## src/rtl/jam_cost_table.sv

```systemverilog
// jam_cost_table: loads an 8x8 cost matrix over a valid/ready stream, serves registered
// (w,j) lookups and accumulates the sum of row minima as a lower bound.
module jam_cost_table #(
    parameter int N_DIM   = 8,
    parameter int COST_W  = 7,
    parameter int BOUND_W = 10
) (
    input  logic               clk,
    input  logic               rst_n,
    input  logic               load_start,
    input  logic               in_valid,
    output logic               in_ready,
    input  logic [COST_W-1:0]  in_data,
    input  logic [2:0]         w,
    input  logic [2:0]         j,
    output logic [COST_W-1:0]  cost,
    output logic               table_ready,
    output logic [BOUND_W-1:0] lower_bound
);
    localparam int IW = $clog2(N_DIM);
    localparam int KW = 2 * IW;

    typedef enum logic [1:0] {IDLE, LOAD, READY} state_t;

    state_t              state, state_next;
    logic [KW-1:0]       k;
    logic [COST_W-1:0]   row_min, row_min_new;
    logic [BOUND_W-1:0]  bound;
    logic                accept, row_end;
    logic [COST_W-1:0]   mem [N_DIM*N_DIM];

    // a beat coinciding with load_start is dropped
    assign accept      = in_valid & in_ready & ~load_start;
    assign row_end     = k[IW-1:0] == '1;
    assign row_min_new = (in_data < row_min) ? in_data : row_min;

    always_ff @(posedge clk or negedge rst_n) begin
        if (!rst_n)
            state <= IDLE;
        else
            state <= state_next;
    end

    always_comb begin
        state_next = (state == IDLE || load_start) ? LOAD :
                     (accept && k == '1)           ? READY : state;
    end

    always_comb begin
        in_ready    = state == LOAD;
        table_ready = state == READY;
        lower_bound = table_ready ? bound : '0;
    end

    always_ff @(posedge clk or negedge rst_n) begin
        if (!rst_n) begin
            k       <= '0;
            row_min <= '1;
            bound   <= '0;
            cost    <= '0;
        end else if (load_start) begin
            k       <= '0;
            row_min <= '1;
            bound   <= '0;
            cost    <= '0;
        end else begin
            cost <= (state == READY) ? mem[{w, j}] : '0;
            if (accept) begin
                k       <= k + 1'b1;
                row_min <= row_end ? '1 : row_min_new;
                if (row_end)
                    bound <= bound + BOUND_W'(row_min_new);
            end
        end
    end

    always_ff @(posedge clk) begin
        if (accept)
            mem[k] <= in_data;
    end
endmodule

```

## config.mk

```make
export PLATFORM = sky130hd
export DESIGN_NAME = jam_cost_table
export DESIGN_NICKNAME = d
export VERILOG_FILES = /design/src/rtl/jam_cost_table.sv
export SDC_FILE = /design/constraint.sdc
export NUM_CORES = 1
export LEC_CHECK = 0
export ABC_AREA = 1
export CAP_MARGIN = 10
export CORE_ASPECT_RATIO = 0.6
export CORE_MARGIN = 2
export CORE_UTILIZATION = 25
export CTS_CLUSTER_DIAMETER = 200
export DETAILED_ROUTE_END_ITERATION = 16
export GPL_ROUTABILITY_DRIVEN = 0
export PLACE_DENSITY = 0.41
export SLEW_MARGIN = 25
export SYNTH_ARGS = -nofsm -noshare
export SYNTH_HDL_FRONTEND = slang
export SYNTH_SLANG_ARGS = --single-unit
```

## constraint.sdc

```tcl
create_clock -name clk -period 2.8 [get_ports clk]
set_input_delay 0.56 -clock clk [delete_from_list [all_inputs] [get_ports clk]]
set_output_delay 0.56 -clock clk [all_outputs]
set_load 0.02 [all_outputs]
```

==> metrics.txt, run 1 <==
routed length per instance=20.90 um; fin crit period=2.798 ns; first-pass GRT wire length=93660 um; vias in the first global route=13490; Worst Setup SP=row_min[2]; Synth area leaders=edfxtp_1, nand2_1, nand3_1; gr usage total=0.1528; Syn. warnings=0; count of distinct cell types in the synthesized netlist=31; final setup violation count=0; Worst IR Drop VDD=0.3614 mV; core box area=79980 sq um; leakage=9.032 nW; crit path launch type=flop; io pins=36; Max Fclk=357.4 MHz; antenna-violating nets left=0; vias post-DR=14070; TritonCTS clock tree=done; drt first pass iters=8; maximum clock path buffer count=3; pwr dens=633.5 nW/um^2; clock latency on the worst-skew pair=0.59 ns; HP Class=input pin to async pin; crit share post-route=0.9993; reg-to-reg endpoint=bound[7]; syn avg cell area=11.14 sq um; Iteration-0 DRC Markers=1208; commonest non-fill, non-tap cell in the layout=nand2_1; number of vias per cell=4.570; Die Y=224.9 um; outcome=completed; Post-Syn Instances=1825; worst slew pin tran=0.9516 ns; FF-to-FF setup slack=0.002 ns; WS Path Type=flop to flop; RSZ-0062 raised after global routing=true; CTS Buf Count=47; sequential area share after synthesis=0.7016; slew margin rel.=0.3656; CTS HTree Levels=2; hpwl dp=40580 um; Top FF cell, synth=edfxtp_1; Seq cells post-synth=480; Overall Power=15.58 mW; port bufs=35; max_cap viols=0; Initial Utilization=0.2542; origin of the critical flop-to-flop path=row_min[2]; Hold Vio Cnt, Final=0; DRC=0; Net count, final=2011; required time worst endpoint=3.27 ns; commonest non-fill, non-tap cells in the layout=nand2_1, edfxtp_1, nand3_1; Post-synth EDFFs=448; largest net degree at the start of global routing=66; Clk pin slew, worst setup/hold paths=0.07 ns; Sink Count=480; Post-Place Worst Slack=-0.7269 ns; Worst Setup Slack, final=0.001829 ns; initial antenna violation count=0; max-slew violations=0; CTS root buf=clkbuf_16; Clock Skew=0.02876 ns; asr flop ratio synth=0.06667; share of the synthesized area in the top cell type=0.6618; layout cells sized above 1=0.1526; Critical Path AT=3.27 ns; GR Overflow Total=0; final WL=64350 um; crit path capture type=flop; Die X=372.1 um; CP max FO=3; cells on worst reg2reg path=18; Synth Cell Area=20330 sq um; largest area contributor in the netlist=edfxtp_1; Row Count=80; Area Growth Syn to Fin=20.95%; Syn Nets=1858; Die ar.=83680 sq um
## final cells by class
class / count / area [sq um]
repair buffers: 202 / 1800
clock buffers: 55 / 1216
diodes: 1 / 2.502
clock inverters: 28 / 222.7
fillers: 8172 / 55390
well taps: 1066 / 1334
flip-flops and latches: 480 / 14260
inverters: 57 / 234.0
multi-input cells: 1190 / 5515
## kinds of logic after synthesis
group	Yosys count	synth area share
AOI/OAI and AO/OA	50	0.01299
xor gates and xnor gates	4	0.001724
adders and majority gates	16	0.01022
buffers and inverters	156	0.04062
DFF	480	0.7016
and+or+nand+nor	1119	0.2328
## synth_stat cells (2+ instances only)
cell type,number
dfstp_2,7
nand2_1,617
dfrtp_1,25
nor3_1,8
clkbuf_1,15
nand2_2,2
nand3_1,386
inv_2,3
edfxtp_1,448
inv_1,52
buf_4,23
nor2_1,92
a21oi_1,28
o21ai_0,14
ha_1,15
buf_6,11
nand4_1,11
buf_1,7
nor2_2,2
buf_2,41
xnor2_1,3
o22ai_1,5
o211ai_1,2
## sequential cells by signal (all words and copies together) (netlist names)
signal,count
row_min,7
bound,10
k,6
cost,7
state,2
mem,448
## metal layers
metal | vias up | GRT usage | share of wire
li1 | 6644 | - | -
met1 | 7028 | 0.2496 | 0.53
met2 | 331 | 0.2071 | 0.40
met3 | 69 | 0.02731 | 0.055
met4 | 0 | 0.02601 | 0.016
met5 | - | 0 | 0
## worst max path at each step
stage	end	cells after the start
after global placement	bound[7]	14
after global routing	bound[7]	18
after CTS	bound[7]	16
final	bound[7]	18
after detailed placement	bound[7]	14
after floorplan	bound[6]	16
## timing repair
action	in CTS	in global routing
hold endpoints to repair	0	12
hold buffers	0	1
buffers inserted	7	2
gates resized for setup	30	40
gates cloned	1	0
pin swaps	17	22
endpoints found under the setup margin	18	14
## per-stage QoR
stage | setup TNS, ns | hold slack, ns | instances | cell area (sq um) | util
2_1_floorplan | 0 | 0.2644 | 1825 | 20330 | -
3_3_place_gp | -4.497 | 0.4998 | 2983 | 22760 | 0.2845
3_5_place_dp | -4.905 | 0.5280 | 2983 | 22760 | 0.2845
4_1_cts | -0.03682 | 0.1371 | 3074 | 24330 | 0.3042
5_1_grt | -0.6074 | 0.4667 | 3078 | 24580 | 0.3074
6_report | 0 | 0.4534 | 3079 | 24590 | 0.3074
## worst max-delay path, stage by stage (launching register included)
cell	delay, ns
dfstp_2	0.54
inv_2	0.04
ha_4	0.27
nand3_2	0.07
nand2_1	0.06
nand4_1	0.09
buf_4	0.15
o211ai_1	0.11
buf_4	0.21
o21ai_4	0.07
ha_4	0.31
nand2_4	0.07
o21ai_2	0.19
nor2_2	0.07
o21ai_2	0.15
buf_4	0.14
nand3_1	0.05
nand2_1	0.07
nor2_1	0.04
## power breakdown
part           internal [mW]  leakage [nW]  switching, mW
Combinational          0.462          3.89          0.965
Clock                   3.38         0.702           2.82
Sequential              7.91          4.44         0.0344
Total                   11.8          9.03           3.82
Power figures use the tool's default switching activity.
==> run 2, diff against run 1 <==
--- a/config.mk
+++ b/config.mk
@@ -14,6 +14,7 @@
 export DETAILED_ROUTE_END_ITERATION = 16
 export GPL_ROUTABILITY_DRIVEN = 0
 export PLACE_DENSITY = 0.41
+export SKIP_CTS_REPAIR_TIMING = 1
 export SLEW_MARGIN = 25
 export SYNTH_ARGS = -nofsm -noshare
 export SYNTH_HDL_FRONTEND = slang
==> run 2 against run 1 <==
Fmax about the same. Register-to-register slack about the same. Sequential share of layout area increased by 0.32 points. Clock power hardly changed. Worst hold slack got worse by 0.0011 ns. Final cell count fell by 0.16%. Die area unchanged. Power down 0.36%. Combinational power fell by 4%. Count of clock-buffer cells in the layout stayed put. First-iteration DRC count down 6.7%. Global-route usage shrank 0.064 points. Critical endpoint is now bound[6]. Largest cell class unchanged. Largest power group unchanged.
==> metrics.txt, run 2 (synthesis gave the netlist of run 1 again) <==
Layout Utilization=0.3057; CTS Buf Count=47; antenna-violating nets left=0; pwr dens=634.7 nW/um^2; CTS HTree Levels=2; maximum clock path buffer count=3; routed length per instance=20.82 um; Die ar.=83680 sq um; Critical Path AT=3.24 ns; port bufs=35; CP bufs+invs=3; CP most frequent cell=nand2_2; drt first pass iters=6; largest net degree at the start of global routing=66; max reg flops=448; Row Count=80; Regs by FF count=mem x448, bound x10; reg-to-reg endpoint=bound[6]; leakage=8.984 nW; crit share post-route=0.9985; Critical Path, Cell by Cell=inv_2 -> ha_4 -> a21oi_2 -> nand2_1 -> nand4_1 -> o211ai_1 -> buf_4 -> nand2_2 -> o21ai_2 -> buf_4 -> fa_2 -> nand3_2 -> nand2_2 -> nand2_2 -> a21oi_2 -> xnor2_1 -> o22ai_1; Clock Skew=0.03027 ns; DP Area=22760 sq um; clock latency on the worst-skew pair=0.59 ns; commonest non-fill, non-tap cells in the layout=nand2_1, edfxtp_1, nand3_1; Area Growth Syn to Fin=20.28%; origin of the critical flop-to-flop path=row_min[2]; ant diodes=0; max-slew violations=0; vias post-DR=14020; number of vias per cell=4.562; commonest non-fill, non-tap cell in the layout=nand2_1; Hold Vio Cnt, Final=0; Worst Setup Slack, final=0.004063 ns; hpwl dp=40580 um; final WL=64000 um; initial antenna violation count=0; required time worst endpoint=3.25 ns; Final Cell Area=24450 sq um; Net count, final=2007; Worst IR Drop VDD=0.3637 mV; placed insts=2983; crit path launch type=flop; final setup violation count=0; Worst path max stage delay=0.54 ns; Clk pin slew, worst setup/hold paths=0.07 ns; fin crit period=2.796 ns; Initial Utilization=0.2542; io pins=36; Iteration-0 DRC Markers=1127; CTS root buf=clkbuf_16; FF-to-FF setup slack=0.004 ns; HP Class=input pin to async pin; CP top delay family=adder cells; core box area=79980 sq um; worst slew pin tran=0.9667 ns; outcome=completed; TritonCTS clock tree=done; DRC=0; first-pass GRT wire length=93210 um; Sink Count=480; crit path capture type=flop; slew margin rel.=0.3555; Die X=372.1 um; GR Overflow Total=0; Post-Place Worst Slack=-0.7269 ns; gr usage total=0.1522; max_cap viols=0; Die Y=224.9 um; post-route insts no fill=3074; WS Path Type=flop to flop; layout cells sized above 1=0.1449; vias in the first global route=13390; cells on worst reg2reg path=17; largest register by flop count=mem; CP max FO=5; CP max stage cell=dfstp_2; Max Fclk=357.7 MHz; RSZ-0062 raised after global routing=true
## run 2: metal layers
metal  GRT usage  vias up  part of all wire
met4     0.02601        0             0.014
met5           0        -                 0
li1            -     6635                 -
met1      0.2495     7006              0.54
met3     0.02731       63             0.053
met2      0.2049      319              0.40
## run 2: report_power, final
part           internal [mW]  switching [mW]  leakage [nW]
logic                  0.431           0.936          3.84
registers               7.91          0.0333          4.44
clock network           3.38            2.83         0.702
total                   11.7            3.80          8.98
## run 2: final cells by class
| cell class | instances | area, sq um |
|---|---|---|
| Clock buffer | 55 | 1216 |
| Tap cell | 1066 | 1334 |
| Clock inverter | 28 | 222.7 |
| Sequential cell | 480 | 14260 |
| Timing Repair Buffer | 198 | 1774 |
| Multi-Input combinational cell | 1190 | 5421 |
| Fill cell | 8167 | 55530 |
| Inverter | 57 | 220.2 |
## run 2: through the flow
stage          hold slack [ns]  power (mW)  setup TNS [ns]
3_3_place_gp            0.4998       9.367          -4.497
2_1_floorplan           0.2644       8.750               0
5_1_grt                 0.4667       16.08         -0.7350
6_report                0.4522       15.52               0
4_1_cts                 0.1371       15.61          -2.705
3_5_place_dp            0.5280       9.377          -4.905
## run 2: worst max path at each step
stage	to	slack, ns	cells after the start	startpoint
3_3_place_gp	bound[7]	-0.66	14	in_data[5]
6_report	bound[6]	0.004	17	row_min[2]
3_5_place_dp	bound[7]	-0.73	14	in_data[5]
4_1_cts	bound[7]	-0.43	14	row_min[6]
5_1_grt	bound[7]	-0.17	16	row_min[2]
2_1_floorplan	bound[6]	0.004	16	in_data[2]
## run 2: worst register-to-register path: cells and delay by family, from the launching register on
kind / cells / cell delay, ns
AO/OA/AOI/OAI: 5 / 0.55
flip-flops: 1 / 0.54
XOR/XNOR: 1 / 0.15
AND/OR/NAND/NOR: 6 / 0.45
adder cells (fa/ha/maj): 2 / 0.58
buffers and inverters: 3 / 0.40
==> run 3, diff against run 2 <==
--- a/config.mk
+++ b/config.mk
@@ -7,15 +7,18 @@
 export LEC_CHECK = 0
 export ABC_AREA = 1
 export CAP_MARGIN = 10
+export CELL_PAD_IN_SITES_DETAIL_PLACEMENT = 1
+export CELL_PAD_IN_SITES_GLOBAL_PLACEMENT = 2
 export CORE_ASPECT_RATIO = 0.6
 export CORE_MARGIN = 2
 export CORE_UTILIZATION = 25
 export CTS_CLUSTER_DIAMETER = 200
 export DETAILED_ROUTE_END_ITERATION = 16
 export GPL_ROUTABILITY_DRIVEN = 0
-export PLACE_DENSITY = 0.41
+export HOLD_SLACK_MARGIN = 0.12
+export PLACE_DENSITY = 0.54
 export SKIP_CTS_REPAIR_TIMING = 1
-export SLEW_MARGIN = 25
+export SLEW_MARGIN = 20
 export SYNTH_ARGS = -nofsm -noshare
 export SYNTH_HDL_FRONTEND = slang
 export SYNTH_SLANG_ARGS = --single-unit
==> run 3 against run 2 <==
Fmax shrank 1.1%. Clock power grew 8.7%. Utilization grew 0.094 points. Final cell count is essentially flat. Sequential power is essentially flat. Largest power group unchanged. Sequential share of layout area shrank 0.18 points. Critical path type unchanged. Global-route usage grew 0.77 points. Flip-flop and latch count is the same. The run now ends with negative setup slack left.
==> metrics.txt, run 3 (synthesis gave the netlist of run 1 again) <==
outcome=finished, violations left; failing checks=negative setup slack; largest register by flop count=mem; largest net degree at the start of global routing=68; Worst Hold Depth=6; antenna-violating nets left=0; CTS Buf Count=49; Initial Utilization=0.2542; Row Count=80; vias in the first global route=14220; placed insts=2974; Hold Vio Cnt, Final=0; gr usage total=0.1599; max reg flops=448; Iteration-0 DRC Markers=894; TritonCTS clock tree=done; origin of the critical flop-to-flop path=row_min[2]; Sink Count=480; Net count, final=2001; Worst path max stage delay=0.54 ns; post-route insts no fill=3073; slew margin rel.=0.4025; Die Y=224.9 um; commonest non-fill, non-tap cells in the layout=nand2_1, edfxtp_1, nand3_1; CTS HTree Levels=2; required time worst endpoint=3.29 ns; maximum clock path buffer count=3; max-slew violations=0; Regs by FF count=mem x448, bound x10; RSZ-0062 raised after global routing=true; Overall Power=16.07 mW; Area Growth Syn to Fin=20.65%; worst hold start=in_data[3]; Worst IR Drop VDD=0.4355 mV; CP max stage cell=dfstp_2; commonest non-fill, non-tap cell in the layout=nand2_1; Max Fclk=353.6 MHz; vias post-DR=13980; leakage=9.191 nW; Die ar.=83680 sq um; Die X=372.1 um; Post-Place Worst Slack=-0.5105 ns; CP most frequent cell=nand2_4; worst slew pin tran=0.8962 ns; final WL=66510 um; max_cap viols=0; GR Overflow Total=0; crit path launch type=flop; Clk pin slew, worst setup/hold paths=0.06 ns; WS Path Type=flop to flop; final setup violation count=1; number of vias per cell=4.549; Worst Setup Slack, final=-0.02807 ns; io pins=36; core box area=79980 sq um; filler instances=8816; port bufs=35; crit share post-route=1.010; first-pass GRT wire length=98040 um; Worst Setup SP=row_min[2]; drt first pass iters=5; cells on worst reg2reg path=17; hpwl dp=42730 um; Critical Path AT=3.31 ns; clock latency on the worst-skew pair=0.61 ns; routed length per instance=21.64 um; crit path capture type=flop; DRC=0; fin crit period=2.828 ns; pwr dens=655.2 nW/um^2; CP max FO=5; Critical Path, Cell by Cell=inv_2 -> ha_4 -> nand3_1 -> nand2_2 -> nand4_1 -> o211ai_1 -> buf_4 -> buf_6 -> o21ai_4 -> ha_2 -> fa_2 -> nand3_2 -> nand2_4 -> nand2_4 -> a21oi_4 -> xnor2_1 -> o22ai_1; Clock Skew=0.02584 ns; HP Class=input pin to flop; CTS root buf=clkbuf_16; initial antenna violation count=4; layout cells sized above 1=0.1466
[run 3: cell count changes in the layout (fill, tap and decap cells not counted), sizes merged]
cell,delta
buf,-7
bufinv,+1
o211ai,-1
clkdlybuf4s50,-9
dlymetal6s2s,+9
diode,+1
clkinv,-6
clkbuf,+11
[run 3: routing by layer]
layer  share of wire  vias to the layer above  track usage
met3           0.039                       66      0.02785
met5               0                        -            0
met2            0.40                      204       0.2204
met1            0.54                     7088       0.2571
met4           0.014                        0      0.03109
li1                -                     6621            -
[run 3: final timing paths]
kind	end	slack [ns]
worst max-delay path	bound[6]	-0.03
worst min-delay path	row_min[3]	0.48
worst max register to register	bound[6]	-0.03
worst min register to register	state[0]	0.54
max in group asynchronous	cost[6]	1.64
min in group asynchronous	bound[2]	0.60
[run 3: critical path, delay by kind of cell, from the launching register on]
kind / cells / cell delay [ns]
AO/OA/AOI/OAI: 4 / 0.33
XOR/XNOR: 1 / 0.15
AND/OR/NAND/NOR: 6 / 0.53
adder cells (fa/ha/maj): 3 / 0.81
flip-flops: 1 / 0.54
buffers and inverters: 3 / 0.32
[run 3: metrics by stage]
step                      setup TNS [ns]  instance area (sq um)  hold slack [ns]  utilization
final                           -0.02807                  24530           0.4796       0.3067
after global routing             -0.8184                  24520           0.4959       0.3066
after CTS                         -2.652                  24230          0.05609       0.3030
after detailed placement          -2.847                  22630           0.5232       0.2829
after global placement            -2.636                  22630           0.4977       0.2829
after floorplan                        0                  20330           0.2644            -
[run 3: cell type report]
type                       count  area (sq um)  area share
inverter                      57         221.5    0.009030
sequential                   480         14260      0.5815
tap                         1066          1334     0.05438
clock inverter                23         220.2    0.008979
antenna                        1         2.502   0.0001020
multi-input combinational   1189          5425      0.2212
timing repair buffer         191          1677     0.06836
clock buffer                  66          1384     0.05642
[run 3: where the power goes]
| group | internal, mW | switching, mW |
|---|---|---|
| Sequential | 7.91 | 0.0345 |
| Combinational | 0.430 | 0.951 |
| Clock | 3.83 | 2.91 |
| Total | 12.2 | 3.90 |
